**src/rtl/byte_wb_master_pkg.sv**
```systemverilog
// -----------------------------------------------------------------------------
// byte_wb_master_pkg
// Shared definitions for the byte-stream to Wishbone bridge:
//   - state_t         : FSM state encoding
//   - HDR_*           : bit positions inside the frame header byte
//   - STATUS_*        : response status codes
//   - word_byte()     : pick one byte lane out of a 32-bit word
// -----------------------------------------------------------------------------
package byte_wb_master_pkg;

    typedef enum logic [2:0] {
        IDLE        = 3'd0,
        GET_DATA    = 3'd1,
        WB_CYCLE    = 3'd2,
        SEND_STATUS = 3'd3,
        SEND_DATA   = 3'd4
    } state_t;

    // Header byte layout: bit7 = write enable, bits6:4 unused, bits3:0 = address.
    localparam int HDR_WE_BIT  = 7;
    localparam int HDR_ADR_MSB = 3;
    localparam int HDR_ADR_LSB = 0;

    localparam logic [7:0] STATUS_OK      = 8'h00;
    localparam logic [7:0] STATUS_TIMEOUT = 8'hEE;

    // Byte lane idx of a little-endian word (lane 0 = bits 7:0).
    function automatic logic [7:0] word_byte(input logic [31:0] word, input logic [1:0] idx);
        return word[{idx, 3'b000} +: 8];
    endfunction

endpackage

```
**src/rtl/byte_wb_master_wb_timeout.sv**
```systemverilog
// -----------------------------------------------------------------------------
// wb_timeout
// Wait counter for the Wishbone access phase. Cleared on entry to the access
// phase, counts every cycle while enabled, and flags expiry once the access
// has been waiting TIMEOUT_CYCLES+1 cycles (expired is high during that last
// cycle). Only instantiated when WB_TIMEOUT_EN is defined.
// Ports:
//   clk     in  1  clock, rising edge
//   rst     in  1  synchronous active-high reset
//   clr     in  1  restart the count (first cycle of a new access follows)
//   en      in  1  access phase active, count this cycle
//   expired out 1  the current cycle is the last allowed wait cycle
// -----------------------------------------------------------------------------
module wb_timeout #(
    parameter int unsigned TIMEOUT_CYCLES = 255
) (
    input  logic clk,
    input  logic rst,
    input  logic clr,
    input  logic en,
    output logic expired
);

    // Counter is at least 8 bits, wider only if the limit needs it.
    localparam int unsigned CW_RAW = $clog2(TIMEOUT_CYCLES + 1);
    localparam int unsigned CW     = (CW_RAW < 8) ? 8 : CW_RAW;
    localparam logic [CW-1:0] LIMIT = CW'(TIMEOUT_CYCLES);

    logic [CW-1:0] cnt_r;
    logic [CW-1:0] cnt_nxt_s;
    logic          expired_r;

    // Next count: restart on clear, saturate once the limit is reached.
    always_comb begin
        cnt_nxt_s = cnt_r;
        if (clr) begin
            cnt_nxt_s = {CW{1'b0}};
        end else if (en && !expired_r) begin
            cnt_nxt_s = cnt_r + CW'(1);
        end else begin
            cnt_nxt_s = cnt_r;
        end
    end

    // Count register plus registered expiry flag derived from the next count.
    always_ff @(posedge clk) begin
        if (rst) begin
            cnt_r     <= {CW{1'b0}};
            expired_r <= 1'b0;
        end else begin
            cnt_r     <= cnt_nxt_s;
            expired_r <= (cnt_nxt_s == LIMIT);
        end
    end

    assign expired = expired_r;

endmodule

```
**src/rtl/byte_wb_master.sv**
```systemverilog
// -----------------------------------------------------------------------------
// byte_wb_master
// Bridges a byte command stream to a single-beat Wishbone initiator.
// Frame: header byte (bit7 = we, bits3:0 = adr), then for writes 4 data bytes
// little-endian. Each access returns a status byte (0x00 ok, 0xEE timeout),
// followed for successful reads by the 4 read bytes, LSB first.
// Optional feature macro: WB_TIMEOUT_EN -- abort an access that has not been
// acknowledged within TIMEOUT_CYCLES+1 cycles (sub-module wb_timeout).
// Ports:
//   clk, rst                 clock / synchronous active-high reset
//   rx_data/rx_valid/rx_ready inbound command bytes (valid/ready)
//   tx_data/tx_valid/tx_ready outbound response bytes (valid/ready)
//   wb_cyc_o/wb_stb_o/wb_we_o/wb_adr_o/wb_dat_o  Wishbone request
//   wb_dat_i/wb_ack_i         Wishbone response
//   busy                      high whenever the FSM is not in IDLE
// All outputs come straight from flops; flops are loaded from next-state values.
// -----------------------------------------------------------------------------
module byte_wb_master
    import byte_wb_master_pkg::*;
#(
    parameter int unsigned TIMEOUT_CYCLES = 255
) (
    input  logic        clk,
    input  logic        rst,
    input  logic [7:0]  rx_data,
    input  logic        rx_valid,
    output logic        rx_ready,
    output logic [7:0]  tx_data,
    output logic        tx_valid,
    input  logic        tx_ready,
    output logic        wb_cyc_o,
    output logic        wb_stb_o,
    output logic        wb_we_o,
    output logic [3:0]  wb_adr_o,
    output logic [31:0] wb_dat_o,
    input  logic [31:0] wb_dat_i,
    input  logic        wb_ack_i,
    output logic        busy
);

    state_t      state_r,     state_nxt_s;
    logic [1:0]  cnt_r,       cnt_nxt_s;
    logic        we_r,        we_nxt_s;
    logic [3:0]  adr_r,       adr_nxt_s;
    logic [31:0] dat_r,       dat_nxt_s;
    logic [31:0] rd_r,        rd_nxt_s;
    logic [7:0]  status_r,    status_nxt_s;
    logic [7:0]  tx_data_r,   tx_data_nxt_s;
    logic        rx_ready_r;
    logic        tx_valid_r;
    logic        wb_cyc_r;
    logic        busy_r;
    logic        rx_fire_s;
    logic        tx_fire_s;
    logic        expired_s;

    assign rx_fire_s = rx_valid && rx_ready_r;
    assign tx_fire_s = tx_valid_r && tx_ready;

`ifdef WB_TIMEOUT_EN
    logic tmo_clr_s;
    logic tmo_en_s;

    assign tmo_clr_s = (state_nxt_s == WB_CYCLE) && (state_r != WB_CYCLE);
    assign tmo_en_s  = (state_r == WB_CYCLE);

    wb_timeout #(
        .TIMEOUT_CYCLES (TIMEOUT_CYCLES)
    ) u_wb_timeout (
        .clk     (clk),
        .rst     (rst),
        .clr     (tmo_clr_s),
        .en      (tmo_en_s),
        .expired (expired_s)
    );
`else
    assign expired_s = 1'b0;
`endif

    // Next-state and datapath next values; everything holds unless a branch updates it.
    always_comb begin
        state_nxt_s   = state_r;
        cnt_nxt_s     = cnt_r;
        we_nxt_s      = we_r;
        adr_nxt_s     = adr_r;
        dat_nxt_s     = dat_r;
        rd_nxt_s      = rd_r;
        status_nxt_s  = status_r;
        tx_data_nxt_s = tx_data_r;
        case (state_r)
            IDLE: begin
                if (rx_fire_s) begin
                    we_nxt_s  = rx_data[HDR_WE_BIT];
                    adr_nxt_s = rx_data[HDR_ADR_MSB:HDR_ADR_LSB];
                    cnt_nxt_s = 2'd0;
                    if (rx_data[HDR_WE_BIT]) begin
                        state_nxt_s = GET_DATA;
                    end else begin
                        state_nxt_s = WB_CYCLE;
                    end
                end else begin
                    state_nxt_s = IDLE;
                end
            end
            GET_DATA: begin
                if (rx_fire_s) begin
                    dat_nxt_s[{cnt_r, 3'b000} +: 8] = rx_data;
                    cnt_nxt_s = cnt_r + 2'd1;
                    // 2-bit count wraps 3->0 on the fourth byte.
                    if (cnt_r == 2'd3) begin
                        state_nxt_s = WB_CYCLE;
                    end else begin
                        state_nxt_s = GET_DATA;
                    end
                end else begin
                    state_nxt_s = GET_DATA;
                end
            end
            WB_CYCLE: begin
                if (wb_ack_i) begin
                    if (!we_r) begin
                        rd_nxt_s = wb_dat_i;
                    end else begin
                        rd_nxt_s = rd_r;
                    end
                    status_nxt_s  = STATUS_OK;
                    tx_data_nxt_s = STATUS_OK;
                    state_nxt_s   = SEND_STATUS;
                end else if (expired_s) begin
                    status_nxt_s  = STATUS_TIMEOUT;
                    tx_data_nxt_s = STATUS_TIMEOUT;
                    state_nxt_s   = SEND_STATUS;
                end else begin
                    state_nxt_s = WB_CYCLE;
                end
            end
            SEND_STATUS: begin
                if (tx_fire_s) begin
                    // Writes and aborted accesses carry no data payload.
                    if (we_r || (status_r == STATUS_TIMEOUT)) begin
                        state_nxt_s = IDLE;
                    end else begin
                        state_nxt_s   = SEND_DATA;
                        cnt_nxt_s     = 2'd0;
                        tx_data_nxt_s = word_byte(rd_r, 2'd0);
                    end
                end else begin
                    state_nxt_s = SEND_STATUS;
                end
            end
            SEND_DATA: begin
                if (tx_fire_s) begin
                    cnt_nxt_s = cnt_r + 2'd1;
                    if (cnt_r == 2'd3) begin
                        state_nxt_s = IDLE;
                    end else begin
                        state_nxt_s   = SEND_DATA;
                        tx_data_nxt_s = word_byte(rd_r, cnt_r + 2'd1);
                    end
                end else begin
                    state_nxt_s = SEND_DATA;
                end
            end
            default: begin
                state_nxt_s = IDLE;
                cnt_nxt_s   = 2'd0;
            end
        endcase
    end

    // State register.
    always_ff @(posedge clk) begin
        if (rst) begin
            state_r <= IDLE;
        end else begin
            state_r <= state_nxt_s;
        end
    end

    // Datapath registers and state-decoded output flops (decoded from next state
    // so they line up with the state they describe).
    always_ff @(posedge clk) begin
        if (rst) begin
            cnt_r      <= 2'd0;
            we_r       <= 1'b0;
            adr_r      <= 4'd0;
            dat_r      <= 32'd0;
            rd_r       <= 32'd0;
            status_r   <= 8'd0;
            tx_data_r  <= 8'd0;
            rx_ready_r <= 1'b1;
            tx_valid_r <= 1'b0;
            wb_cyc_r   <= 1'b0;
            busy_r     <= 1'b0;
        end else begin
            cnt_r      <= cnt_nxt_s;
            we_r       <= we_nxt_s;
            adr_r      <= adr_nxt_s;
            dat_r      <= dat_nxt_s;
            rd_r       <= rd_nxt_s;
            status_r   <= status_nxt_s;
            tx_data_r  <= tx_data_nxt_s;
            rx_ready_r <= (state_nxt_s == IDLE) || (state_nxt_s == GET_DATA);
            tx_valid_r <= (state_nxt_s == SEND_STATUS) || (state_nxt_s == SEND_DATA);
            wb_cyc_r   <= (state_nxt_s == WB_CYCLE);
            busy_r     <= (state_nxt_s != IDLE);
        end
    end

    assign rx_ready = rx_ready_r;
    assign tx_data  = tx_data_r;
    assign tx_valid = tx_valid_r;
    assign wb_cyc_o = wb_cyc_r;
    assign wb_stb_o = wb_cyc_r;
    assign wb_we_o  = we_r;
    assign wb_adr_o = adr_r;
    assign wb_dat_o = dat_r;
    assign busy     = busy_r;

endmodule

```
**config.mk**
```make
export PLATFORM = sky130hd
export DESIGN_NAME = byte_wb_master
export DESIGN_NICKNAME = d
export VERILOG_FILES = /design/src/rtl/byte_wb_master_pkg.sv /design/src/rtl/byte_wb_master_wb_timeout.sv /design/src/rtl/byte_wb_master.sv
export SDC_FILE = /design/constraint.sdc
export NUM_CORES = 1
export LEC_CHECK = 0
export CORE_UTILIZATION = 44
export CTS_CLUSTER_SIZE = 30
export DETAILED_ROUTE_END_ITERATION = 10
export HOLD_SLACK_MARGIN = 0.03
export PLACE_DENSITY = 0.82
export SYNTH_ARGS = -nofsm -noshare
export SYNTH_HDL_FRONTEND = slang
export SYNTH_HIERARCHICAL = 1
export SYNTH_SLANG_ARGS = --single-unit
```
**constraint.sdc**
```tcl
create_clock -name clk -period 2.1 [get_ports clk]
set_input_delay 0.315 -clock clk [delete_from_list [all_inputs] [get_ports clk]]
set_output_delay 0.315 -clock clk [all_outputs]
set_load 0.05 [all_outputs]
```
==> results.sh <==
export IMPL_path_buf_inv=1
export IMPL_cts_resized=0
export IMPL_hold_class="in -> reg"
export IMPL_gr_usage_met1=0.292
export IMPL_synth_main_ff_cell="dfxtp_1"
export IMPL_grt_overflow_total=0
export IMPL_hold_depth=2
export IMPL_grt_use_total=0.219
export IMPL_clockRootBuffer="clkbuf_8"
export IMPL_antenna_cells=0
export IMPL_rrSetupSlack_ns=0.17
export IMPL_ff2ff_path_depth=6
export IMPL_initial_core_util=0.456
export IMPL_crit_required_ns=1.78
export IMPL_final_layout_size_suffix_gt1_frac=0.122
export IMPL_cts_buffers=9
export IMPL_slew_headroom=0.530
export IMPL_die_y_um=94.5
export IMPL_netlist_instances=424
export IMPL_finalClockSkew_ns=0.00792
export IMPL_power_leakage_uw=0.00169
export IMPL_crit_cells=1
export IMPL_pwr_share_clk=0.336
export IMPL_rsz0062_at_grt="no"
export IMPL_fin_crit_sh=0.929
export IMPL_hpwl_mm=6.77
export IMPL_vias=3346
export IMPL_core_mm2=0.00826
export IMPL_portBuffers=94
export IMPL_clk_latency_ns=0.36
export IMPL_fin_area_mm2=0.00498
export IMPL_grt_pass1_wl_mm=15.2
export IMPL_max_freq_mhz=513
export IMPL_synth_seq_area_share=0.457
export IMPL_cts_tree="built"
export IMPL_synthArstFlopShare=0
export IMPL_p_switching_uw=943
export IMPL_drc=0
export IMPL_synthToLayoutAreaGrowth_pct=32.2
export IMPL_dieArea_mm2=0.00893
export IMPL_setup_tns_ns=0
export IMPL_grt_use_met3=0.0435
export IMPL_viasPerCell=5.40
export IMPL_synth_area_mm2=0.00376
export IMPL_endpoint_kind="output port"
export IMPL_clk_pin_slew_ns=0.08
export IMPL_pwr_share_comb=0.161
export IMPL_min_delay_start="rst"
export IMPL_yosysUniqueCellTypes=43
export IMPL_clockBufferDepth=2
export IMPL_ctsHoldBuffers=0
export IMPL_swShare=0.274
export IMPL_ir_drop_mv=0.382
export IMPL_crit_family="buffers and inverters"
export IMPL_ant_nets=0
export IMPL_drt_iter0_markers=244
export IMPL_ys_ff_latch=86
export IMPL_placed_cells=604
export IMPL_grt_pass1_vias=3203
export IMPL_yosysWarnings=6
export IMPL_fin_nets=560
export IMPL_gp_congestion=0.838
export IMPL_crit_arrival_ns=1.64
export IMPL_io_pins=95
export IMPL_grt_max_degree=43
export IMPL_cp_cell_sequence="clkdlybuf4s50_1"
export IMPL_grt_busiest_layer="met2"
export IMPL_wl_per_cell_um=15.2
export IMPL_cts_setup_buffers=0
export IMPL_status="finished, final reports clean"
export IMPL_firstDrtPassIters=5
export IMPL_met2_usage=0.345
export IMPL_worst_path_max_delay_cell="clkdlybuf4s50_1"
export IMPL_avgSynthCellArea_um2=8.88
export IMPL_die_w_um=94.5
export IMPL_maxSlewViolCount=0
export IMPL_worst_pin_slew_ns=0.704
export IMPL_rr_endpoint="tx_data[5]$_SDFFE_PP0P_"
export IMPL_p_per_area_mw_per_mm2=692
export IMPL_p_int_uw=2500
export IMPL_crit_type="reg -> out"
export IMPL_p_seq_frac=0.503
export IMPL_hold_end="wb_adr_o[2]$_SDFFE_PP0P_"
export IMPL_antenna_found_initial=0
export IMPL_num_rows=33
export IMPL_setup_viol=0
export IMPL_period_needed_ns=1.95
export IMPL_start_kind="flop"
export IMPL_cts_sinks=86
export IMPL_hold_viol_final=0
export IMPL_synth_nets=474
export IMPL_cts_max_level=3
export IMPL_synth_edf_count=0
export IMPL_final_cells=620
export IMPL_drv_cap=0
export IMPL_wirelength_mm=9.41
export IMPL_cpPeakStageDelay_ns=0.85
export IMPL_cp_max_fo=6
export IMPL_dpl_cell_area_mm2=0.00478
export IMPL_worstReg2RegStart="cnt_r[1]$_SDFFE_PP0P_"
cells in the mapped netlist (2+ instances only):
| cell | instances | area share |
|---|---|---|
| inv_1 | 3 | 0.0030 |
| buf_2 | 7 | 0.0093 |
| a21oi_1 | 75 | 0.10 |
| a22o_1 | 8 | 0.019 |
| a21o_1 | 2 | 0.0040 |
| dfxtp_1 | 86 | 0.46 |
| ha_1 | 5 | 0.017 |
| clkbuf_1 | 14 | 0.014 |
| o21ai_0 | 2 | 0.0027 |
| mux2i_1 | 5 | 0.013 |
| and3_1 | 6 | 0.010 |
| nand2_1 | 99 | 0.099 |
| nor2_1 | 11 | 0.011 |
| nand3_1 | 38 | 0.051 |
| a31oi_1 | 3 | 0.0050 |
| nor3b_2 | 3 | 0.010 |
| buf_4 | 6 | 0.012 |
| nor3_2 | 18 | 0.048 |
| and2_1 | 2 | 0.0033 |
| mux4_2 | 8 | 0.048 |
cell families (layout without fill, tap and decap cells):
kind of cell	after synthesis	in the layout	share of synthesized area
and+or+nand+nor	190	190	0.265
AOI/OAI and AO/OA	97	97	0.155
DFF	86	86	0.457
buffers and inverters	32	123	0.0425
muxes	13	13	0.0611
adders and majority gates	5	5	0.0166
xor gates and xnor gates	1	1	0.00233
cells in the final DEF (no fill, tap or decap), types with 2 or more instances in the layout:
cell type	instances
a21o_1	2
a21oi_1	75
a22o_1	8
a31oi_1	3
and2_1	2
and3_1	6
buf_4	9
clkbuf_1	3
clkbuf_8	10
clkdlybuf4s50_1	93
dfxtp_1	85
ha_1	4
inv_1	3
mux2i_1	5
mux4_2	8
nand2_1	99
nand3_1	38
nor2_1	11
nor3_2	18
nor3b_2	3
o21ai_0	2
per-layer routing:
layer / vias up / part of all wire
met3: 16 / 0.057
li1: 1656 / -
met4: 0 / 0.017
met2: 100 / 0.48
met1: 1574 / 0.44
met5: - / 0
layout make-up:
cell class	instances	area (µm²)
inverter	3	11.3
tap	105	131
multi-input combinational	306	1900
timing repair buffer	104	1020
sequential	86	1720
clock buffer	13	149
fill	720	3280
clock inverter	3	43.8
per-stage QoR:
step | hold WS, ns | utilization | setup slack (ns) | total power (µW)
final | 0.371 | 0.603 | 0.149 | 3450
after global routing | 0.376 | 0.603 | 0.00589 | 3580
after CTS | 0.371 | 0.603 | 0.141 | 3450
after detailed placement | 0.444 | 0.579 | 0.102 | 2320
after global placement | 0.441 | 0.579 | 0.166 | 2310
after floorplan | 0.415 | - | 0.0238 | 2120
power by group through the flow:
| stage | logic [µW] | registers, µW | clock network, µW |
|---|---|---|---|
| 5_1_grt | 594 | 1740 | 1240 |
| 4_1_cts | 555 | 1730 | 1160 |
| 2_1_floorplan | 257 | 1860 | 0 |
| 6_report | 554 | 1730 | 1160 |
| 3_5_place_dp | 553 | 1770 | 0 |
| 3_3_place_gp | 541 | 1770 | 0 |
worst max-delay path by stage:
| stage | slack, ns | from | endpoint |
|---|---|---|---|
| global placement | 0.17 | rx_valid | wb_dat_o[4]$_SDFFE_PP0P_ |
| CTS | 0.14 | tx_valid$_SDFF_PP0_ | tx_valid |
| finish | 0.15 | tx_valid$_SDFF_PP0_ | tx_valid |
| global route | 0.006 | cnt_r[0]$_SDFFE_PP0P_ | wb_dat_o[28]$_SDFFE_PP0P_ |
| detailed placement | 0.10 | rx_valid | wb_dat_o[12]$_SDFFE_PP0P_ |
| floorplan | 0.02 | cnt_r[0]$_SDFFE_PP0P_ | tx_data[0]$_SDFFE_PP0P_ |
state kept, by name, indices dropped and copies added (netlist names):
name	cells
wb_we_o	1
tx_valid	1
cnt_r	2
wb_dat_o	32
busy	1
state_r	3
rx_ready	1
wb_adr_o	4
tx_data	8
wb_cyc_o	1
rd_r	32
(Power assumes the default switching activity.)
